File: src/rtl/ddr_read_arbiter.sv
// ddr_read_arbiter: shares one DDR read port among bitstream, reference-fetch and display requesters
module ddr_read_arbiter #(
   parameter int ADDR_W = 25,
   parameter int DATA_W = 64,
   parameter int LEN_W  = 5
) (
   input  logic              clk,
   input  logic              rst,
   input  logic              ext_mem_init_done,
   input  logic [2:0]        req,
   input  logic              bs_urgent,
   input  logic [ADDR_W-1:0] addr0,
   input  logic [ADDR_W-1:0] addr1,
   input  logic [ADDR_W-1:0] addr2,
   input  logic [LEN_W-1:0]  len0,
   input  logic [LEN_W-1:0]  len1,
   input  logic [LEN_W-1:0]  len2,
   output logic [2:0]        gnt,
   output logic [2:0]        done,
   output logic [2:0]        rd_valid,
   output logic [DATA_W-1:0] rd_data,
   output logic              mem_cmd_valid,
   input  logic              mem_cmd_ready,
   output logic [ADDR_W-1:0] mem_cmd_addr,
   output logic [LEN_W-1:0]  mem_cmd_len,
   input  logic              mem_rd_valid,
   input  logic [DATA_W-1:0] mem_rd_data,
   output logic              stray_beat
);
   localparam logic [1:0] IDLE = 2'd0, CMD = 2'd1, DATA = 2'd2;
   logic [1:0]       state, rr_last, rr_win, win;
   logic [LEN_W-1:0] beat_cnt;
   // cyclic search starting just after the last winner
   always_comb begin
      rr_win = rr_last == 2'd0 ? (req[1] ? 2'd1 : req[2] ? 2'd2 : 2'd0) :
               rr_last == 2'd1 ? (req[2] ? 2'd2 : req[0] ? 2'd0 : 2'd1) :
                                 (req[0] ? 2'd0 : req[1] ? 2'd1 : 2'd2);
      win = (bs_urgent && req[0]) ? 2'd0 : rr_win;
   end
   always_ff @(posedge clk) begin
      if (rst) begin
         state         <= IDLE;
         gnt           <= '0;
         done          <= '0;
         rd_valid      <= '0;
         rd_data       <= '0;
         mem_cmd_valid <= 1'b0;
         mem_cmd_addr  <= '0;
         mem_cmd_len   <= '0;
         stray_beat    <= 1'b0;
         rr_last       <= 2'd2;
         beat_cnt      <= '0;
      end else begin
         done     <= '0;
         rd_valid <= '0;
         if (mem_rd_valid && state != DATA) stray_beat <= 1'b1;
         if (state == IDLE && ext_mem_init_done && |req) begin
            gnt           <= 3'b001 << win;
            mem_cmd_addr  <= win == 2'd0 ? addr0 : win == 2'd1 ? addr1 : addr2;
            mem_cmd_len   <= win == 2'd0 ? len0 : win == 2'd1 ? len1 : len2;
            rr_last       <= win;
            mem_cmd_valid <= 1'b1;
            state         <= CMD;
         end
         if (state == CMD && mem_cmd_ready) begin
            mem_cmd_valid <= 1'b0;
            beat_cnt      <= '0;
            state         <= DATA;
         end
         if (state == DATA && mem_rd_valid) begin
            rd_data  <= mem_rd_data;
            rd_valid <= gnt;
            beat_cnt <= beat_cnt + 1'b1;
            if (beat_cnt == mem_cmd_len) begin
               done  <= gnt;
               gnt   <= '0;
               state <= IDLE;
            end
         end
      end
   end
endmodule

File: config.mk
export PLATFORM = sky130hd
export DESIGN_NAME = ddr_read_arbiter
export DESIGN_NICKNAME = d
export VERILOG_FILES = /design/src/rtl/ddr_read_arbiter.sv
export SDC_FILE = /design/constraint.sdc
export NUM_CORES = 1
export LEC_CHECK = 0
export CORE_MARGIN = 4
export CORE_UTILIZATION = 42
export CTS_BUF_LIST = sky130_fd_sc_hd__clkbuf_2 sky130_fd_sc_hd__clkbuf_4 sky130_fd_sc_hd__clkbuf_8
export DETAILED_ROUTE_END_ITERATION = 8
export GPL_TIMING_DRIVEN = 1
export PLACE_DENSITY = 0.88
export RECOVER_POWER = 100
export SLEW_MARGIN = 20
export SYNTH_ARGS = -nofsm -noshare
export SYNTH_HDL_FRONTEND = slang
export SYNTH_SLANG_ARGS = --single-unit
File: constraint.sdc
create_clock -name clk -period 4 [get_ports clk]
set_input_delay 0.6 -clock clk [delete_from_list [all_inputs] [get_ports clk]]
set_output_delay 0.6 -clock clk [all_outputs]
set_load 0.03 [all_outputs]
-- Word level (Yosys, flattened, before mapping)
Index checks and enable logic that the tools add are counted.
- bitwise gates (word level): 2
- reductions and logical operators: 14
- shift operators: 1
- muxes and demuxes: 22
- eq/ne operators: 6
- add/subtract/negate cells: 1
- operators by type and width (operator ; number):
    $mux W25 ; 2
    $mux W2 ; 12
    $mux W5 ; 4
    $mux W3 ; 3
    $eq A2 B1 Y1 const B ; 3
    $logic_and A1 B1 Y1 ; 6
    $logic_not A2 Y1 ; 3
    $reduce_or A3 Y1 ; 2
    $add A5 B1 Y5 const B ; 1
    $eq A5 B5 Y1 ; 1
    $reduce_or A2 Y1 ; 2
    $shl A1 B2 Y3 const A ; 1
    $eq A2 B2 Y1 const B ; 1
    $ne A2 B2 Y1 const B ; 1
    $not A1 Y1 ; 2
    $reduce_bool A2 Y1 ; 1
    $mux W1 ; 1
- output and inout bits: 105
- register bits: 114
- logic and storage cells: 57
- input port bits: 163

-- Logic depth before layout (Yosys ltp)
- depth in word-level cells: 9
- depth in mapped cells: 7
- gate-level depth less buffers: 5

-- Worst setup path after synthesis
OpenSTA, ideal clock, no wires.
- kind: input to register
- start point: in req[0]
- end point: reg mem_cmd_addr[10]
- setup time: 0.119 ns
- stages: 6
- setup slack: 2.102 ns
- data arrival time: 1.779 ns
- required time: 3.881 ns
- buffers on the path: 2
- path through: buf_6 or3b_1 a21oi_2 o21ai_2 buf_6 o221a_1
- cells in the longest elaborated chain, start to end: 8
- elaborated cells between the ends (all ways): 13
- classes of those cells: eq/ne (1); mux (8); reduce/logical (4)
- RTL lines (element ; RTL line ; RTL):
    start: declaration ; 10 ; input logic [2:0] req,
    $mux W1 ; 36 ; rr_last == 2'd1 ? (req[2] ? 2'd2 : req[0] ? 2'd0 : 2'd1) :
    $mux W2 (2 in a row) ; 36 ;
    $mux W2 ; 35 ; rr_win = rr_last == 2'd0 ? (req[1] ? 2'd1 : req[2] ? 2'd2 : 2'd0) :
    $mux W2 ; 38 ; win = (bs_urgent && req[0]) ? 2'd0 : rr_win;
    $eq A2 B1 Y1 ; 59 ; mem_cmd_addr <= win == 2'd0 ? addr0 : win == 2'd1 ? addr1 : addr2;
    $mux W25 (2 in a row) ; 59 ;
    end signal: assignment ; 59 ;
    end: declaration ; 24 ; output logic [ADDR_W-1:0] mem_cmd_addr,
Parallel ways exist; a longest one is shown, timed or not.
A chain may end at the register's enable or synchronous reset.

-- Worst setup path in the final report
- start point: in ext_mem_init_done
- end point: reg mem_cmd_addr[17]
- cells in the longest elaborated chain, start to end: 2
- RTL lines (element ; RTL line ; RTL):
    start: declaration ; 9 ; input logic ext_mem_init_done,
    $logic_and A1 B1 Y1 (2 in a row) ; 57 ; if (state == IDLE && ext_mem_init_done && |req) begin
Every way passes these cells.

==> metrics.csv <==
stage,metric,value,unit
cts,H-tree depth,4,
cts,CTS tree,built,
setup_path,crit path capture type,flop,
floorplan,Cell Rows,37,
setup_path,Worst EP required,4.36,ns
worst_hold_path,cell depth of the worst hold path,2,
setup_path,Top Family by Delay on Critical Path,buffers and inverters,
cts,clock slew at reported path FFs,0.07,ns
grt,vias in the first global route,4853,
job,max_cap viols,0,
route,DR iter-0 viols,402,
sta,"Slew Viols, Final",0,
yosys,Post-Syn Nets,661,
cts,Clock Latency Late Sink,0.42,ns
yosys,Post-Synth Simple-Gate Area,0.171,
setup_path,critical register-to-register path endpoint,mem_cmd_addr[17],
cts,CTS Root Cell,clkbuf_8,
grt,GR Overflow Total,0,
setup_path,Setup crit start,ext_mem_init_done,
cts,setup repair bufs after CTS,0,
place,post-DP HPWL,11800,um
setup_path,"Buf+Inv Stages, Crit Path",2,
cts,CTS Hold Buffers Added,0,
final_layout,footprint of the multi-input gates,2010,sq um
floorplan,Die ar.,12400,sq um
grt,first-pass GRT wire length,24400,um
yosys,post-synthesis compound-gate area fraction,0.262,
yosys,Synth Cell Area,4500,sq um
grt,antenna violations before repair,0,
cts,post-CTS resize count,0,
sta,Final setup violation count,0,
route,Remaining DRCs,0,
setup_path,R2R setup slack,1.11,ns
yosys,post-synthesis sequential area ratio,0.507,
yosys,post-synth top area cell,dfxtp_1,
sta,Worst Skew,0.0120,ns
sta,max_slew headroom,0.0384,
setup_path,kind of critical path,in -> reg,
power,Static Leak,2.99,nW
setup_path,max incr delay on CP,0.95,ns
yosys,Post-Synth XOR/XNOR Area,0.00972,
yosys,post-synth cell types,45,
power,Peak VDD IR,0.000204,V
worst_hold_path,hold path startpoint,rd_data[26],
setup_path,reg2reg start,state[0],
place,Port Buf Inserts,267,
sta,worst slew pin tran,1.44,ns
final_layout,n_diodes,0,
status,status,completed,
sta,post-layout min period,3.18,ns
route,"antenna viol nets, final",0,
floorplan,Die Ht,112,um
place,Final Wtd Congestion,0.878,
final_layout,Layout Nets,915,
floorplan,Top Ports,268,
route,final wirelength,15600,um
place,placed insts,868,
final_layout,synth-to-layout area growth,69.0,%
yosys,largest family of logic cells by synthesized area,compound AO/OA/AOI/OAI gates,
final_layout,register area,2280,sq um
sta,Setup TNS Final,0,ns
final_layout,Final Instance Area,7610,sq um
final_layout,share of cells above drive strength 1,0.0969,
route,First-pass DRT Iterations,5,
setup_path,CP arrival,3.54,ns
route,total number of vias,4825,
route,routed vias/inst,5.36,
yosys,"FF+latch count, synth",114,
worst_hold_path,Min-Delay Path Class,reg -> reg,
setup_path,CP Cell Sequence,"dlygate4sd3_1, nor3b_1, o31a_1, clkbuf_1, o221a_2, o221a_1",
route,DR WL/cell,17.4,um
yosys,mux cell area share after synthesis,0,
yosys,Synth area leaders,"dfxtp_1, nand2_1, o221a_2",
sta,RSZ-0062 raised after global routing,no,
final_layout,FILL cells,744,
floorplan,Starting Density,0.434,
grt,All-Layer GR Usage,0.243,
yosys,ys flop type,dfxtp_1,
yosys,Yosys warning total,0,
floorplan,CORE AREA,10400,sq um
power,Cell Pwr Density,392,nW/um^2
sta,period utilization,0.796,
yosys,Synth async-reset ratio,0,
setup_path,Startpoint Class,input port,
sta,Final Hold Viols,0,
yosys,Mapped Cells,497,
yosys,number of synthesized flops with an enable pin,0,
cts,Clock Path Buffers,2,
yosys,adder-cell share of the synthesized area,0.00278,
floorplan,DIE WIDTH,112,um
yosys,Yosys top cell area share,0.507,
setup_path,crit-path max FO,26,
final_layout,post-route insts no fill,900,
sta,WHS,0.454,ns
yosys,syn avg cell area,9.06,sq um
grt,largest net degree at the start of global routing,75,
setup_path,FF-to-FF path depth,5,
worst_hold_path,sink of the worst hold path,rd_data[26],
sta,Max Fclk,0.314,GHz
setup_path,CP max-delay cell,clkbuf_1,
cts,CTS sink cnt,114,
cts,Num CTS Buffers,17,
place,placed cell area,7190,sq um
## cell usage after synthesis, types with 3 or more instances
| library cell | count |
|---|---|
| nand2_1 | 133 |
| dfxtp_1 | 114 |
| a21oi_1 | 73 |
| o221a_2 | 34 |
| clkbuf_1 | 23 |
| o221a_1 | 20 |
| nor2_1 | 18 |
| buf_6 | 5 |
| nand3_1 | 5 |
| o21ai_0 | 5 |
| xnor2_1 | 5 |
| a211oi_1 | 4 |
| buf_2 | 4 |
| buf_4 | 4 |
| o21a_1 | 4 |
| and2_1 | 3 |
| and3_1 | 3 |
| and3b_1 | 3 |
| o211ai_1 | 3 |
## report_power, final
part	switching, W	internal, W	total, W
Clock	0.000464	0.000683	0.00115
Sequential	0.0000486	0.00120	0.00125
Combinational	0.000286	0.000303	0.000589
## logic make-up (layout without fill, tap and decap cells)
family | Yosys count | count (layout)
compound gates | 155 | 155
fa+ha+maj | 1 | 1
simple gates | 181 | 181
flops | 114 | 114
buf+inv | 41 | 308
xor+xnor | 5 | 5
## per-layer routing
metal	up-vias	track usage	wire length, um
li1	2294	-	-
met1	2219	0.242	5290
met2	257	0.437	8200
met3	55	0.101	1400
met4	0	0.115	731
met5	-	0	0
## cells in the final DEF, fill, tap and decap left out, types with 4 or more instances in the layout
cell type and instances:
o21ai_0 5, a211oi_1 4, dlygate4sd3_1 107, o221a_1 20
dfxtp_1 114, o21a_1 4, bufinv_16 4, a21oi_1 73
xnor2_1 5, o221a_2 34, nor2_1 18, clkinv_2 4
clkbuf_8 17, clkdlybuf4s50_1 159, nand3_1 5, nand2_1 134
## worst max-delay path by stage
stage                  endpoint  slack, ns  cells past startpoint
5_1_grt        mem_cmd_addr[17]       0.67                      6
3_5_place_dp    mem_cmd_addr[2]       1.06                      5
3_3_place_gp     mem_cmd_len[3]       1.19                      5
2_1_floorplan  mem_cmd_addr[10]       2.10                      6
4_1_cts          mem_cmd_len[3]       1.50                      5
6_report       mem_cmd_addr[17]       0.82                      6
## cell type report
cell class                 count  share of cell area
inverter                       3             0.00148
timing repair buffer         273               0.355
multi-input combinational    342               0.265
clock buffer                  18              0.0317
tap                          136              0.0224
sequential                   114               0.300
clock inverter                14              0.0248
## worst min-delay path, stage by stage, from the launching register on
cell     delay [ns]
dfxtp_1        0.31
nand2_1        0.05
a21oi_1        0.05
## flip-flops by register name (all words and copies together), names as in the netlist
register / flops
beat_cnt: 5
done: 3
gnt: 3
mem_cmd_addr: 25
mem_cmd_len: 5
mem_cmd_valid: 1
rd_data: 64
rd_valid: 3
rr_last: 2
state: 2
stray_beat: 1
## metrics by stage
stage | power [W] | worst slack [ns] | util
final | 0.00298 | 0.818 | 0.734
after global placement | 0.00186 | 1.19 | 0.693
after detailed placement | 0.00188 | 1.06 | 0.693
after global routing | 0.00310 | 0.674 | 0.734
after CTS | 0.00303 | 1.50 | 0.735
after floorplan | 0.00156 | 2.10 | -
Power figures use the tool's default switching activity.
==> RTL edit (config.mk and constraints unchanged) <==
Set the parameter `LEN_W` to 10 (it was 5).
--- a/src/rtl/ddr_read_arbiter.sv
+++ b/src/rtl/ddr_read_arbiter.sv
@@ -2,7 +2,7 @@
 module ddr_read_arbiter #(
    parameter int ADDR_W = 25,
    parameter int DATA_W = 64,
-   parameter int LEN_W  = 5
+   parameter int LEN_W  = 10
 ) (
    input  logic              clk,
    input  logic              rst,
Interface: changed (resized len0, len1, len2 and mem_cmd_len); port bits go from 268 to 288. No check against the original RTL was run, so the function may have changed too.
==> RTL edit against the original RTL <==
  * Setup slack improved by 0.21 ns
  * Synthesized area rose by 19%
  * Total power rose by 8.5%
  * Sequential cell count rose by 10
  * Final cell count rose by 18%
  * Synthesized cell count rose by 24%
  * Sequential power rose by 7%
  * Design area rose by 13%
  * Core utilization fell by 4.9 points
  * Routed wire length rose by 14%
  * The run now ends with max-capacitance violations, max-slew violations left
  * Die area rose by 18%
  * Global-route usage fell by 0.62 points
==> RTL edit: results (changes against the original RTL) <==
{
  "sta": {
    "clock-skew-final": {"value": 0.00864, "unit": "ns", "change": "-0.00338 ns"},
    "finalMaxSlewViolations": {"value": 95, "change": "+95"},
    "fin_worst_hold_slack": {"value": 0.449, "unit": "ns", "change": "-0.00437 ns"}
  },
  "final_layout": {
    "clock_cell_area_share": {"value": 0.0497, "change": "-0.00684"},
    "seq-cell-share": {"value": 0.288, "change": "-0.0115"},
    "fillers": {"value": 1047, "change": "+41%"},
    "buffers_excl_clock": {"value": 296, "change": "+8.4%"},
    "share_of_cells_above_drive_strength_1": {"value": 0.0728, "change": "-0.0241"},
    "layout.non_clock_inverters": {"value": 2, "change": "-1"},
    "post-route-cell-area": {"value": 8610, "unit": "µm²", "change": "+13%"}
  },
  "power_and_ir_drop": {
    "leakagePower": {"value": 0.00338, "unit": "µW", "change": "+13%"}
  },
  "yosys": {
    "synth.yosys.seq_area_share": {"value": 0.463, "change": "-0.0438"},
    "synth_seq_cells": {"value": 124, "change": "+8.8%"},
    "synthTopCellsByCount": "sky130_fd_sc_hd__nand2_1 (164), sky130_fd_sc_hd__dfxtp_1 (124), sky130_fd_sc_hd__a21oi_1 (74)",
    "synthesis.area_per_instance": {"value": 8.72, "unit": "µm²", "change": "-3.8%"},
    "ys_types": {"value": 49, "change": "+8.9%"}
  },
  "status": {
    "failed_checks": "max-capacitance violations, max-slew violations",
    "outcome": "finished, violations left"
  },
  "worst_hold_path": {
    "hold_crit_endpoint": "rd_data[13]",
    "hold_start": "rd_data[13]"
  },
  "setup_path": {
    "reg2reg_slack": {"value": 1.30, "unit": "ns", "change": "+0.19 ns"},
    "startpoint": "mem_rd_valid"
  },
  "place": {
    "gp_congestion": {"value": 0.842, "change": "-4.1%"},
    "port_buffers": {"value": 287, "change": "+7.5%"},
    "place_hpwl": {"value": 12900, "unit": "µm", "change": "+9.4%"}
  },
  "routing": {
    "via_count": {"value": 5465, "change": "+13%"},
    "via_per_inst": {"value": 5.13, "change": "-4.3%"}
  },
  "global_route": {
    "grt.met1_usage": {"value": 0.276, "change": "+0.0346"}
  },
  "run": {
    "timing.max_cap.violations": {"value": 2, "change": "+2"}
  }
}
## RTL edit: power breakdown
part / switching, µW / leakage [µW] / internal [µW]
sequential: 44.1 / 0.00101 / 1300
clock: 472 / 0.000225 / 707
combinational: 376 / 0.00215 / 335
total: 892 / 0.00338 / 2340
## RTL edit: tightest hold or removal path, cell delays in order, from the launching register on
cell and delay [ns]:
sky130_fd_sc_hd__dfxtp_1 0.31, sky130_fd_sc_hd__nand2_1 0.05, sky130_fd_sc_hd__a21oi_1 0.05
## RTL edit: worst max path at each step
stage                           to  cells after the start  slack [ns]
floorplan           mem_cmd_len[7]                      7        2.07
global placement    mem_cmd_len[4]                      6        1.04
detailed placement  mem_cmd_len[4]                      6        0.93
CTS                 mem_cmd_len[4]                      6        1.42
global route           beat_cnt[4]                      5        0.78
finish                 beat_cnt[6]                      5        1.03
## RTL edit: cell families after synthesis
kind of cell    synth area share
mux                       0.0245
compound gates             0.223
flops                      0.463
buf+inv                   0.0427
xor+xnor                  0.0163
simple gates               0.228
fa+ha+maj                0.00233
